## src/rtl/score_bcd_converter.sv

```systemverilog
// score_bcd_converter
//
// Purpose:
//   Sequential binary-to-BCD converter using shift-and-add-3 (double dabble).
//   It processes one input bit per clock and feeds the 4-digit seven-segment
//   driver. digit3 is the leftmost display digit and digit0 is the rightmost.
//   The result registers hold the last completed value, so the display never
//   shows a half-converted number. Values above 10^DIGITS-1 are shown as all
//   4'hF, which the display renders as dashes.
//
// Ports:
//   clk       in   1      system clock
//   reset     in   1      asynchronous, active-high reset
//   start     in   1      conversion request, sampled only while idle
//   bin       in   WIDTH  unsigned value, captured when start is accepted
//   busy      out  1      high while a conversion is in progress
//   done      out  1      one-cycle pulse when the digit outputs update
//   overflow  out  1      last captured value exceeded 10^DIGITS-1
//   digit0    out  4      BCD units
//   digit1    out  4      BCD tens
//   digit2    out  4      BCD hundreds
//   digit3    out  4      BCD thousands
module score_bcd_converter #(
    parameter int WIDTH  = 14,
    parameter int DIGITS = 4
) (
    input  logic             clk,
    input  logic             reset,
    input  logic             start,
    input  logic [WIDTH-1:0] bin,
    output logic             busy,
    output logic             done,
    output logic             overflow,
    output logic [3:0]       digit0,
    output logic [3:0]       digit1,
    output logic [3:0]       digit2,
    output logic [3:0]       digit3
);

    localparam int               MAXVAL   = (10 ** DIGITS) - 1;
    localparam logic [WIDTH-1:0] MAXVAL_W = WIDTH'(MAXVAL);
    localparam int               BCD_W    = 4 * DIGITS;
    localparam int               CNT_W    = $clog2(WIDTH + 1);
    localparam logic [CNT_W-1:0] LAST_CNT = CNT_W'(WIDTH - 1);

    typedef enum logic [1:0] {
        IDLE  = 2'd0,
        SHIFT = 2'd1,
        LOAD  = 2'd2
    } state_t;

    state_t             state_q;
    logic [WIDTH-1:0]   shreg_q;
    logic [BCD_W-1:0]   bcd_q;
    logic [BCD_W-1:0]   bcdAdj_d;
    logic [CNT_W-1:0]   cnt_q;
    logic               ovf_q;
    logic               busy_q;
    logic               done_q;
    logic               overflow_q;
    logic [3:0]         digit0_q;
    logic [3:0]         digit1_q;
    logic [3:0]         digit2_q;
    logic [3:0]         digit3_q;

    // Add-3 correction, applied to every nibble in parallel from the
    // pre-shift accumulator value. After the following left shift, each
    // nibble then carries correctly into the next decimal place.
    always_comb begin
        bcdAdj_d = bcd_q;
        for (int i = 0; i < DIGITS; i++) begin
            if (bcd_q[4*i +: 4] >= 4'd5) begin
                bcdAdj_d[4*i +: 4] = bcd_q[4*i +: 4] + 4'd3;
            end
        end
    end

    // Control FSM, datapath and registered outputs.
    // The digit and overflow registers are written only in LOAD, so the
    // display keeps its previous value for the whole conversion.
    always_ff @(posedge clk or posedge reset) begin
        if (reset) begin
            state_q    <= IDLE;
            shreg_q    <= '0;
            bcd_q      <= '0;
            cnt_q      <= '0;
            ovf_q      <= 1'b0;
            busy_q     <= 1'b0;
            done_q     <= 1'b0;
            overflow_q <= 1'b0;
            digit0_q   <= 4'd0;
            digit1_q   <= 4'd0;
            digit2_q   <= 4'd0;
            digit3_q   <= 4'd0;
        end else begin
            case (state_q)
                IDLE: begin
                    done_q <= 1'b0;
                    if (start) begin
                        shreg_q <= bin;
                        bcd_q   <= '0;
                        cnt_q   <= '0;
                        ovf_q   <= (bin > MAXVAL_W);
                        busy_q  <= 1'b1;
                        state_q <= SHIFT;
                    end
                end

                SHIFT: begin
                    // Shift {bcd, shreg} left by one. Any carry out of the top
                    // nibble is dropped; an out-of-range input is already
                    // flagged by ovf_q.
                    bcd_q   <= {bcdAdj_d[BCD_W-2:0], shreg_q[WIDTH-1]};
                    shreg_q <= {shreg_q[WIDTH-2:0], 1'b0};
                    cnt_q   <= cnt_q + 1'b1;
                    if (cnt_q == LAST_CNT) begin
                        state_q <= LOAD;
                    end
                end

                LOAD: begin
                    overflow_q <= ovf_q;
                    digit0_q   <= ovf_q ? 4'hF : bcd_q[3:0];
                    digit1_q   <= ovf_q ? 4'hF : bcd_q[7:4];
                    digit2_q   <= ovf_q ? 4'hF : bcd_q[11:8];
                    digit3_q   <= ovf_q ? 4'hF : bcd_q[15:12];
                    done_q     <= 1'b1;
                    busy_q     <= 1'b0;
                    state_q    <= IDLE;
                end

                default: begin
                    state_q <= IDLE;
                    busy_q  <= 1'b0;
                    done_q  <= 1'b0;
                end
            endcase
        end
    end

    assign busy     = busy_q;
    assign done     = done_q;
    assign overflow = overflow_q;
    assign digit0   = digit0_q;
    assign digit1   = digit1_q;
    assign digit2   = digit2_q;
    assign digit3   = digit3_q;

endmodule
```

## config.mk

```make
export PLATFORM = sky130hd
export DESIGN_NAME = score_bcd_converter
export DESIGN_NICKNAME = d
export VERILOG_FILES = /design/src/rtl/score_bcd_converter.sv
export SDC_FILE = /design/constraint.sdc
export NUM_CORES = 1
export LEC_CHECK = 0
export BUFFER_PORTS_ARGS = -buffer_cell sky130_fd_sc_hd__buf_2
export CAP_MARGIN = 0
export CORE_MARGIN = 2
export CORE_UTILIZATION = 60
export CTS_CLUSTER_SIZE = 28
export DETAILED_ROUTE_END_ITERATION = 10
export PLACE_DENSITY = 0.81
export SYNTH_ARGS = -nofsm -noshare
export SYNTH_HDL_FRONTEND = slang
export SYNTH_SLANG_ARGS = --single-unit
```

## constraint.sdc

```tcl
create_clock -name clk -period 2.4 [get_ports clk]
set_input_delay 0.12 -clock clk [delete_from_list [all_inputs] [get_ports clk]]
set_output_delay 0.12 -clock clk [all_outputs]
set_load 0.05 [all_outputs]
```

==> results of run 1 <==
[state kept, by name, indices dropped and copies added, names as in the netlist]
register and count:
bcd_q 16, shreg_q 14, cnt_q 4, digit0 4
digit1 4, digit2 4, digit3 4, state_q 2
busy 1, done 1, overflow 1, ovf_q 1
[metal layers]
layer / routed length, um / global-route usage / up-vias
met5: 0 / 0 / -
met4: 25 / 0.0629 / 0
met3: 141 / 0.0470 / 2
met2: 2320 / 0.355 / 33
met1: 2190 / 0.271 / 913
li1: - / - / 973
[cells by family after synthesis]
kind of cell / after synthesis / share of synthesized area
buffers and inverters: 27 / 0.0653
and+or+nand+nor: 89 / 0.142
AOI/OAI and AO/OA: 65 / 0.137
adders and majority gates: 10 / 0.0466
muxes: 18 / 0.0676
DFF: 56 / 0.522
xor gates and xnor gates: 6 / 0.0196
[report_power, final]
group          switching (W)  internal (W)
sequential          0.000338       0.00135
clock               0.000281      0.000258
combinational        0.00117      0.000650
total                0.00179       0.00225
[cell type report]
cell class	count	area share
flip-flops and latches	56	0.475
multi-input cells	188	0.377
repair buffers	41	0.0797
clock buffers	7	0.0327
well taps	52	0.0221
inverters	11	0.0140
[Yosys cell counts, drive strengths merged]
cell type / number / area [sq um]
dfrtp: 56 / 1400
nand2: 49 / 184
o21ai: 49 / 245
nor2: 20 / 75.1
mux2i: 17 / 170
buf: 14 / 125
inv: 11 / 41.3
ha: 10 / 125
nand2b: 6 / 45.0
nand3: 6 / 30.0
a21oi: 5 / 32.5
a22o: 5 / 43.8
nor3: 4 / 20.0
xnor2: 4 / 35.0
o31ai: 3 / 22.5
clkbuf: 2 / 8.75
xor2: 2 / 17.5
a31oi: 1 / 6.26
a32o: 1 / 10.0
mux2: 1 / 11.3
nand4: 1 / 6.26
nor2b: 1 / 6.26
nor3b: 1 / 7.51
nor4: 1 / 6.26
o21bai: 1 / 7.51
[metrics by stage]
step | instance area (sq um) | setup WS (ns) | hold WS [ns] | utilization
global route | 2950 | 0.743 | 0.0615 | 0.682
CTS | 2950 | 0.845 | 0.0544 | 0.682
detailed placement | 2840 | 0.885 | 0.0406 | 0.658
finish | 2950 | 0.835 | 0.0647 | 0.682
floorplan | 2680 | 0.909 | 0.267 | -
global placement | 2840 | 0.989 | 0.0409 | 0.658
[worst max-delay path by stage]
| stage | from | to | slack (ns) | depth (start not counted) |
|---|---|---|---|---|
| final | bcd_q[4] | bcd_q[6] | 0.84 | 6 |
| after global routing | bcd_q[4] | bcd_q[6] | 0.74 | 6 |
| after CTS | bcd_q[4] | bcd_q[6] | 0.84 | 6 |
| after detailed placement | bcd_q[4] | bcd_q[6] | 0.88 | 6 |
| after global placement | bcd_q[4] | bcd_q[6] | 0.99 | 6 |
| after floorplan | reset | bcd_q[0] | 0.91 | 1 |
==> impl_results.md, run 1 <==
* Area grow syn2layout at 9.93%
* Final slew viol count at 0
* Avg WL per Cell at 13.2 um
* Net Count, Synth at 298
* Category of the worst setup path launch point: flop
* Slowest stage cell, crit path: sky130_fd_sc_hd__dfrtp_1
* Worst Setup End Kind: flop
* Fillers at 355
* Die area at 5020 sq um
* Buf+Inv Stages, Crit Path at 1
* Commonest non-fill, non-tap cell in the layout: sky130_fd_sc_hd__dfrtp_1
* CTS clock-pin slew for the worst setup and hold paths at 0.09 ns
* Share of the yosys chip area belonging to registers at 0.522
* Core area at 4320 sq um
* Port-buffer cells at 35
* Category of the critical setup timing path: flop to flop
* Number of cells on the worst hold path at 2
* Post-synthesis register bit count at 56
* Vertical die dimension at 70.9 um
* Number of max-cap violations at 0
* Internal reg-to-reg setup slack at 0.84 ns
* Die width at 70.9 um
* Cell family with most CP delay: flip-flops
* Clock latency reported for the late side of the worst-skew pair at 0.30 ns
* Antenna fix cells at 0
* GR Overflow Total at 0
* Synth Area per Inst at 9.90 sq um
* Number of global-route vias before repair at 1864
* Number of hold violations in the final report at 0
* Register area at 1400 sq um
* Netlist area before placement at 2680 sq um
* Data arrival, critical path at 1.81 ns
* Slowest cell delay on critical path at 0.44 ns
* Number of warnings issued by yosys at 0
* TritonCTS clock tree: built
* Clock sinks at 56
* Post-layout nets at 330
* Starting Density at 0.621
* Total negative slack for setup checks at 0 ns
* DRC marker count from the first detailed-route iteration at 109
* Slew of the pin with the lowest slew margin at 0.650 ns
* Clock tree buffer depth at 2
* Fraction of layout instances using a drive strength above 1 at 0.175
* Startpoint of the tightest hold check path: bin[0]
* Top-Level Pins at 36
* Remaining max-slew budget at the tightest pin at 0.566
* Cell Pwr Density at 1370 nW/um^2
* Buffers inserted during post-CTS setup optimization at 0
* CP max FO at 5
* Min Tclk post-route at 1.56 ns
* Post-cts hold buffer count at 1
* Cell Count Post-Placement at 347
* Global-route usage over all layers at 0.210
* Reg-to-reg startpoint: bcd_q[4]
* Number of distinct library cells after synthesis at 32
* Number of instances in the synthesized netlist at 271
* Worst-case clock skew at 0.00357 ns
* R2R cell count at 6
* Period Utilization, post-route at 0.652
* Leak pwr at 1.44 nW
* Cell Rows at 24
* Iteration count of the initial detailed-routing pass at 4
* Run status: complete, no violations
* Commonest non-fill, non-tap cells in the layout: 56 x sky130_fd_sc_hd__dfrtp_1, 49 x sky130_fd_sc_hd__nand2_1, 38 x sky130_fd_sc_hd__o21ai_0, 35 x sky130_fd_sc_hd__buf_2, 20 x sky130_fd_sc_hd__nor2_1
* Number of cells upsized or downsized after cts at 0
* Count of H-tree levels built during CTS at 2
* Detailed-route via count at 1921
* Sum of routed wire length over all layers at 4680 um
* Antenna violations before repair at 0
* Total CTS buffers at 5
* Final setup fails at 0
* Required time of the critical path at 2.65 ns
* Upper clock frequency limit at 639 MHz
* Vias per cell at 5.41
* Hpwl dp at 3280 um
* Largest net degree at the start of global routing at 41
* Antenna violation net count after detailed routing at 0
* Final weighted congestion in routability-driven placement at 0.788
* Setup repair after global routing missed its margin: no
* DR DRC count at 0
* Finished Layout Cells at 355
* Root buffer selected by CTS: sky130_fd_sc_hd__clkbuf_8
* Cells along the critical path: inv_1 > ha_1 > nand2b_1 > a21oi_1 > mux2i_1 > a22o_1
* Total power at 0.00404 W
* Worst hold-check path type: input pin to flop
* Reg2Reg Capture Point: bcd_q[6]
* Global-route wire length before repair at 8370 um
* Hold Path End: shreg_q[0]
* Worst vdd ir at 0.549 mV
* Multi-input gate area in the final layout at 1110 sq um
(Power assumes the default switching activity.)
==> run 2, diff against run 1 <==
--- a/config.mk
+++ b/config.mk
@@ -5,13 +5,14 @@
 export SDC_FILE = /design/constraint.sdc
 export NUM_CORES = 1
 export LEC_CHECK = 0
+export ABC_AREA = 1
 export BUFFER_PORTS_ARGS = -buffer_cell sky130_fd_sc_hd__buf_2
 export CAP_MARGIN = 0
 export CORE_MARGIN = 2
-export CORE_UTILIZATION = 60
+export CORE_UTILIZATION = 57
 export CTS_CLUSTER_SIZE = 28
 export DETAILED_ROUTE_END_ITERATION = 10
-export PLACE_DENSITY = 0.81
+export PLACE_DENSITY = 0.77
 export SYNTH_ARGS = -nofsm -noshare
 export SYNTH_HDL_FRONTEND = slang
 export SYNTH_SLANG_ARGS = --single-unit
==> constraint.sdc (replaced) <==
create_clock -name clk -period 1.5 [get_ports clk]
set_input_delay 0.075 -clock clk [delete_from_list [all_inputs] [get_ports clk]]
set_output_delay 0.075 -clock clk [all_outputs]
set_load 0.05 [all_outputs]
==> impl_results.md, run 2 <==
* Min Tclk post-route at 1.35 ns (-0.219 ns)
* Largest cells by area after synthesis: sky130_fd_sc_hd__dfrtp_1 51%, sky130_fd_sc_hd__nand2_1 10%, sky130_fd_sc_hd__a21oi_1 8.9%, sky130_fd_sc_hd__o21ai_0 4.7%, sky130_fd_sc_hd__ha_1 4.5%
* Clock tree buffer depth at 2 (unchanged)
* Sum of routed wire length over all layers at 5300 um (+13%)
* Flop pwr share at 0.383 (-0.033)
* Largest net degree at the start of global routing at 57 (+39%)
* Number of distinct library cells after synthesis at 23 (-28%)
* Final weighted congestion in routability-driven placement at 0.745 (-5.4%)
* Area grow syn2layout at 10.7%
* Number of max-cap violations at 0 (unchanged)
* Largest area contributor in the synthesized netlist: sky130_fd_sc_hd__dfrtp_1
* Final slew viol count at 0 (unchanged)
* Post-synthesis register bit count at 56 (unchanged)
* TritonCTS clock tree: built
* Commonest non-fill, non-tap cell in the layout: sky130_fd_sc_hd__nand2_1
* Root buffer selected by CTS: sky130_fd_sc_hd__clkbuf_8
* Worst-case clock skew at 0.00684 ns (+0.00327 ns)
* Buffers inserted during post-CTS setup optimization at 0 (unchanged)
* Avg WL per Cell at 12.8 um (-3.3%)
* Synth async-reset ratio at 1.00 (unchanged)
* Top-area cell type share of the netlist area at 0.508 (-0.0140)
* Routed met3 length at 235 um (+67%)
* Number of enable flip-flop cells after synthesis at 0 (unchanged)
* Top-Level Pins at 36 (unchanged)
* Final setup fails at 0 (unchanged)
* Largest register by flop count: bcd_q
* Final design instance area without fill at 3050 sq um (+3.4%)
* Post-layout nets at 387 (+17%)
* Die width at 73.6 um (+3.8%)
* Clock latency reported for the late side of the worst-skew pair at 0.31 ns (about the same)
* Net load switching power at 0.00317 W (+77%)
* DRC marker count from the first detailed-route iteration at 222 (+100%)
* Reg-to-reg startpoint: state_q[1]
* Commonest cells in the netlist: 76 x sky130_fd_sc_hd__nand2_1, 56 x sky130_fd_sc_hd__dfrtp_1, 49 x sky130_fd_sc_hd__a21oi_1
* Core area at 4690 sq um (+8.5%)
* Cell Pwr Density at 2220 nW/um^2 (+62%)
* Final worst slack at 0.155 ns (-0.681 ns)
* Fraction of layout instances using a drive strength above 1 at 0.152 (-0.0226)
* Fillers at 419 (+18%)
* DR DRC count at 0 (unchanged)
* Largest registers in the final layout: bcd_q x16, shreg_q x14
* Port-buffer cells at 35 (unchanged)
* Most instantiated library cell after synthesis: sky130_fd_sc_hd__nand2_1
* Cell Count Post-Placement at 405 (+17%)
* Total CTS buffers at 5 (unchanged)
* Global-route usage over all layers at 0.217 (+0.00762)
* Share of the yosys chip area belonging to registers at 0.508 (-0.0140)
* CP max FO at 14 (+9)
* Required time of the critical path at 1.73 ns (-0.92 ns)
* Starting Density at 0.588 (-0.0329)
* Worst hold-check path type: input pin to flop
* Routed wl met2 at 2570 um (+11%)
* Commonest non-fill, non-tap cells in the layout: 76 x sky130_fd_sc_hd__nand2_1, 56 x sky130_fd_sc_hd__dfrtp_1, 49 x sky130_fd_sc_hd__a21oi_1, 35 x sky130_fd_sc_hd__buf_2
* Startpoint of the tightest hold check path: bin[11]
* CTS clock-pin slew for the worst setup and hold paths at 0.09 ns (about the same)
* Count of H-tree levels built during CTS at 2 (unchanged)
* Share of total power in the clock network at 0.125 (-0.008)
* Share of power burned in combinational logic at 0.492 (+0.042)
* Antenna violations before repair at 0 (unchanged)
* Clock sinks at 56 (unchanged)
* Number of instances in the synthesized netlist at 324 (+20%)
* Total negative slack for setup checks at 0 ns (unchanged)
* Utilization after layout at 0.650 (-0.0319)
* Setup repair after global routing missed its margin: no
* GR Overflow Total at 0 (unchanged)
* Vias per cell at 5.41 (about the same)
* Sum of routed wire segments on met1 at 2450 um (+12%)
* Number of warnings issued by yosys at 0 (unchanged)
* Cell Rows at 25 (+4.2%)
* Category of the worst setup path launch point: flop
* Number of cells upsized or downsized after cts at 0 (unchanged)
* Synth Area per Inst at 8.51 sq um (-14%)
* Net Count, Synth at 351 (+18%)
* Worst Setup End Kind: flop
* Register area at 1400 sq um (unchanged)
* Data arrival, critical path at 1.58 ns (-0.23 ns)
* Category of the critical setup timing path: flop to flop
* Worst vdd ir at 0.964 mV (+75%)
* Antenna violation net count after detailed routing at 0 (unchanged)
* Die area at 5410 sq um (+7.7%)
* Flip-flop count of the largest register after layout at 16 (unchanged)
* Top_reg_cell synth: sky130_fd_sc_hd__dfrtp_1
* Slew of the pin with the lowest slew margin at 0.412 ns (-0.239 ns)
* Internal power at 0.00359 W (+59%)
* Switch share at 0.469 (+0.0265)
* Crit path launch: state_q[1]
* Finished Layout Cells at 415 (+17%)
* Upper clock frequency limit at 743 MHz (+16%)
* Post-cts hold buffer count at 2 (+1)
* Leak pwr at 1.57 nW (+8.7%)
* Number of hold violations in the final report at 0 (unchanged)
* Placed instance area at 2940 sq um (+3.4%)
* Iteration count of the initial detailed-routing pass at 4 (unchanged)
* Netlist area before placement at 2760 sq um (+2.8%)
* Hpwl dp at 3660 um (+11%)
* Period Utilization, post-route at 0.897 (+0.245)
* Global-route wire length before repair at 9240 um (+10%)
* Number of global-route vias before repair at 2147 (+15%)
* Detailed-route via count at 2244 (+17%)
* Setup WS pre-CTS at 0.164 ns (-0.720 ns)
* Vertical die dimension at 73.6 um (+3.8%)
* Remaining max-slew budget at the tightest pin at 0.725 (+0.159)
* Multi-input gate area in the final layout at 1130 sq um (+1.8%)
* Highest layer used for signal routing: met4
* Antenna fix cells at 0 (unchanged)
* Run status: complete, no violations
-- run 2: changes by cell type after synthesis, sizes merged, moves of 4 or more --
cell    previous run  this run
nand3              6        23
buf               14        10
mux2i             17         0
nand2b             6         0
nor2              20        25
inv               11        31
a21oi              5        49
nand4              1         8
nand2             49        80
nor3               4         0
xnor2              4         0
a22o               5         0
o21ai             49        27
-- run 2: critical path, stage by stage (launching register included) --
cell and delay (ns):
sky130_fd_sc_hd__dfrtp_1 0.47, sky130_fd_sc_hd__inv_6 0.12, sky130_fd_sc_hd__nand2_4 0.10, sky130_fd_sc_hd__nand2_4 0.18, sky130_fd_sc_hd__buf_4 0.21, sky130_fd_sc_hd__nor2_1 0.05, sky130_fd_sc_hd__a21oi_1 0.12
-- run 2: power by group through the flow --
| stage | logic, W | registers [W] | clock network, W |
|---|---|---|---|
| 2_1_floorplan | 0.00223 | 0.00308 | 0 |
| 3_3_place_gp | 0.00323 | 0.00260 | 0 |
| 3_5_place_dp | 0.00333 | 0.00262 | 0 |
| 4_1_cts | 0.00334 | 0.00259 | 0.000874 |
| 5_1_grt | 0.00380 | 0.00268 | 0.000931 |
| 6_report | 0.00333 | 0.00259 | 0.000842 |
-- run 2: logic make-up (layout without fill, tap and decap cells) --
logic type / Yosys count / count (layout) / share of synthesized area
simple gates: 136 / 136 / 0.220
buf+inv: 43 / 80 / 0.0817
compound gates: 79 / 79 / 0.145
flops: 56 / 56 / 0.508
fa+ha+maj: 10 / 10 / 0.0454
-- run 2: stage by stage --
step / hold slack, ns / total power [W]
final: 0.0677 / 0.00676
after CTS: 0.0715 / 0.00681
after detailed placement: 0.154 / 0.00595
after global routing: 0.0905 / 0.00741
after global placement: 0.150 / 0.00583
after floorplan: 0.213 / 0.00531
-- run 2: final timing paths --
check                           cells past startpoint  slack, ns           to
max in group asynchronous                           4       0.91     bcd_q[7]
min in group asynchronous                           4       0.35   shreg_q[2]
worst max-delay path                                6       0.15  shreg_q[12]
worst min-delay path                                5       0.07        ovf_q
worst max register to register                      6       0.15  shreg_q[12]
worst min register to register                      2       0.49    bcd_q[13]
-- run 2: metal layers --
metal / up-vias / GRT usage
li1: 1136 / -
met1: 1044 / 0.283
met2: 58 / 0.368
met3: 6 / 0.0425
met4: 0 / 0.0626
met5: - / 0
-- run 2: final cells by class --
type,count,share of cell area
clock buffer,8,0.0295
timing repair buffer,41,0.0779
multi-input combinational,225,0.371
tap,54,0.0221
inverter,31,0.0406
sequential,56,0.459
==> run 3, diff against run 2 <==
--- a/config.mk
+++ b/config.mk
@@ -8,11 +8,13 @@
 export ABC_AREA = 1
 export BUFFER_PORTS_ARGS = -buffer_cell sky130_fd_sc_hd__buf_2
 export CAP_MARGIN = 0
+export CELL_PAD_IN_SITES_DETAIL_PLACEMENT = 1
+export CELL_PAD_IN_SITES_GLOBAL_PLACEMENT = 2
 export CORE_MARGIN = 2
-export CORE_UTILIZATION = 57
+export CORE_UTILIZATION = 34
 export CTS_CLUSTER_SIZE = 28
 export DETAILED_ROUTE_END_ITERATION = 10
-export PLACE_DENSITY = 0.77
+export PLACE_DENSITY = 0.76
 export SYNTH_ARGS = -nofsm -noshare
 export SYNTH_HDL_FRONTEND = slang
 export SYNTH_SLANG_ARGS = --single-unit
==> impl_results.md, run 3 (synthesized netlist as in run 2, its figures left out) <==
* DRC marker count from the first detailed-route iteration at 59 (-73%)
* Period Utilization, post-route at 0.913 (+0.0159)
* Buffers inserted during post-CTS setup optimization at 0 (unchanged)
* Antenna violations before repair at 0 (unchanged)
* Fillers at 981 (+130%)
* Total negative slack for setup checks at 0 ns (unchanged)
* Number of cells on the worst hold path at 3 (-2)
* Required time of the critical path at 1.70 ns (-0.03 ns)
* Cell Rows at 32 (+28%)
* Upper clock frequency limit at 730 MHz (-1.7%)
* Post-layout nets at 389 (+0.52%)
* Hold Path End: shreg_q[0]
* Die area at 8850 sq um (+64%)
* Category of the critical setup timing path: flop to flop
* Register area at 1400 sq um (unchanged)
* CTS clock-pin slew for the worst setup and hold paths at 0.10 ns (about the same)
* CP max FO at 4 (-10)
* Worst Setup End Kind: flop
* Sum of routed wire segments on met1 at 3090 um (+26%)
* Final setup fails at 0 (unchanged)
* Cell Pwr Density at 2210 nW/um^2 (-0.13%)
* Die width at 94.1 um (+28%)
* Global-route wire length before repair at 11500 um (+24%)
* Min Tclk post-route at 1.37 ns (+0.0239 ns)
* Sum of routed wire length over all layers at 6460 um (+22%)
* Count of H-tree levels built during CTS at 2 (unchanged)
* Core area at 7810 sq um (+66%)
* Antenna violation net count after detailed routing at 0 (unchanged)
* Remaining max-slew budget at the tightest pin at 0.711 (-0.0137)
* Worst-case clock skew at 0.00591 ns (-0.000931 ns)
* Placed instance area at 3020 sq um (+2.8%)
* Top-Level Pins at 36 (unchanged)
* Vias per cell at 4.89 (-9.6%)
* Vertical die dimension at 94.1 um (+28%)
* Detailed-route via count at 2273 (+1.3%)
* Routed met3 length at 167 um (-29%)
* Worst vdd ir at 0.473 mV (-51%)
* Area grow syn2layout at 13.3%
* Final slew viol count at 0 (unchanged)
* TritonCTS clock tree: built
* Flip-flop count of the largest register after layout at 16 (unchanged)
* Root buffer selected by CTS: sky130_fd_sc_hd__clkbuf_8
* Slew of the pin with the lowest slew margin at 0.432 ns (+0.0206 ns)
* Fraction of layout instances using a drive strength above 1 at 0.160 (+0.00743)
* Largest register by flop count: bcd_q
* Category of the worst setup path launch point: flop
* Total CTS buffers at 5 (unchanged)
* Global-route usage over all layers at 0.162 (-0.0554)
* Reg2Reg Capture Point: bcd_q[5]
* Clock latency reported for the late side of the worst-skew pair at 0.30 ns (about the same)
* Number of hold violations in the final report at 0 (unchanged)
* Run status: complete, no violations
* Routed wl met2 at 3140 um (+22%)
* Multi-input gate area in the final layout at 1130 sq um (unchanged)
* Commonest non-fill, non-tap cells in the layout: 76 x sky130_fd_sc_hd__nand2_1, 56 x sky130_fd_sc_hd__dfrtp_1, 49 x sky130_fd_sc_hd__a21oi_1, 35 x sky130_fd_sc_hd__buf_2
* DR DRC count at 0 (unchanged)
* Antenna fix cells at 0 (unchanged)
* Reg-to-reg startpoint: bcd_q[4]
* Data arrival, critical path at 1.56 ns (-0.02 ns)
* Startpoint of the tightest hold check path: bin[0]
* GR Overflow Total at 0 (unchanged)
* Setup repair after global routing missed its margin: no
* Internal reg-to-reg setup slack at 0.13 ns (-0.02 ns)
* Number of global-route vias before repair at 2492 (+16%)
* Final design instance area without fill at 3120 sq um (+2.4%)
* Largest registers in the final layout: bcd_q x16, shreg_q x14
* Highest layer used for signal routing: met4
* Clock sinks at 56 (unchanged)
* Port-buffer cells at 35 (unchanged)
* Starting Density at 0.353 (-0.235)
* Largest net degree at the start of global routing at 57 (unchanged)
* Final weighted congestion in routability-driven placement at 0.697 (-6.5%)
* R2R cell count at 8 (+2)
* Leak pwr at 1.58 nW (+0.65%)
* Avg WL per Cell at 13.9 um (+8.8%)
* Worst hold-check path type: input pin to flop
* Number of max-cap violations at 0 (unchanged)
* Hpwl dp at 4670 um (+28%)
* Iteration count of the initial detailed-routing pass at 4 (unchanged)
* Clock tree buffer depth at 2 (unchanged)
* Commonest non-fill, non-tap cell in the layout: sky130_fd_sc_hd__nand2_1
* WHS at 0.0140 ns (-0.0537 ns)
[run 3: changes by cell type in the layout (fill, tap and decap cells not counted), sizes merged]
| cell | delta |
|---|---|
| dlygate4sd3 | -1 |
| buf | +3 |
[run 3: per-layer routing]
layer | vias to the layer above | track usage
li1 | 1141 | -
met1 | 1092 | 0.210
met2 | 34 | 0.286
met3 | 6 | 0.0265
met4 | 0 | 0.0314
met5 | - | 0
[run 3: timing repair]
item / in CTS / in global routing
hold endpoints to repair: 56 / 0
hold buffers: 1 / 0
gates resized for setup: 0 / 0
[run 3: worst max-delay path: stages, from the launching register on]
cell	delay [ns]
sky130_fd_sc_hd__dfrtp_1	0.42
sky130_fd_sc_hd__inv_1	0.12
sky130_fd_sc_hd__ha_1	0.22
sky130_fd_sc_hd__inv_1	0.08
sky130_fd_sc_hd__nand2_1	0.10
sky130_fd_sc_hd__nand3_1	0.12
sky130_fd_sc_hd__nand2_1	0.07
sky130_fd_sc_hd__nand3_1	0.08
sky130_fd_sc_hd__nand2_1	0.06
[run 3: worst max-delay path by stage]
stage                     from         end  slack (ns)  cells after the start
global route        state_q[1]    cnt_q[2]       0.009                      6
CTS                 state_q[1]  shreg_q[2]        0.11                      6
floorplan                reset    bcd_q[0]        0.05                      1
finish                bcd_q[4]    bcd_q[5]        0.13                      8
global placement    state_q[1]    cnt_q[2]        0.19                      6
detailed placement  state_q[1]  shreg_q[2]        0.11                      6
[run 3: area by class of cell]
cell class / count / area share
Timing Repair Buffer: 43 / 0.0801
Clock buffer: 8 / 0.0288
Inverter: 31 / 0.0396
Tap cell: 102 / 0.0408
Multi-Input combinational cell: 225 / 0.362
Sequential cell: 56 / 0.449
[run 3: report_power, final]
| group | switching [W] | leakage, nW | total, W | internal (W) |
|---|---|---|---|---|
| logic | 0.00236 | 0.865 | 0.00344 | 0.00108 |
| clock network | 0.000478 | 0.0455 | 0.000857 | 0.000379 |
| registers | 0.000450 | 0.668 | 0.00261 | 0.00216 |
[run 3: stage by stage]
step / total power, W / setup slack [ns] / utilization / instances
floorplan: 0.00531 / 0.0537 / - / 324
global route: 0.00765 / 0.00869 / 0.400 / 465
global placement: 0.00605 / 0.187 / 0.387 / 456
detailed placement: 0.00616 / 0.114 / 0.387 / 456
finish: 0.00691 / 0.131 / 0.400 / 465
CTS: 0.00705 / 0.109 / 0.400 / 465
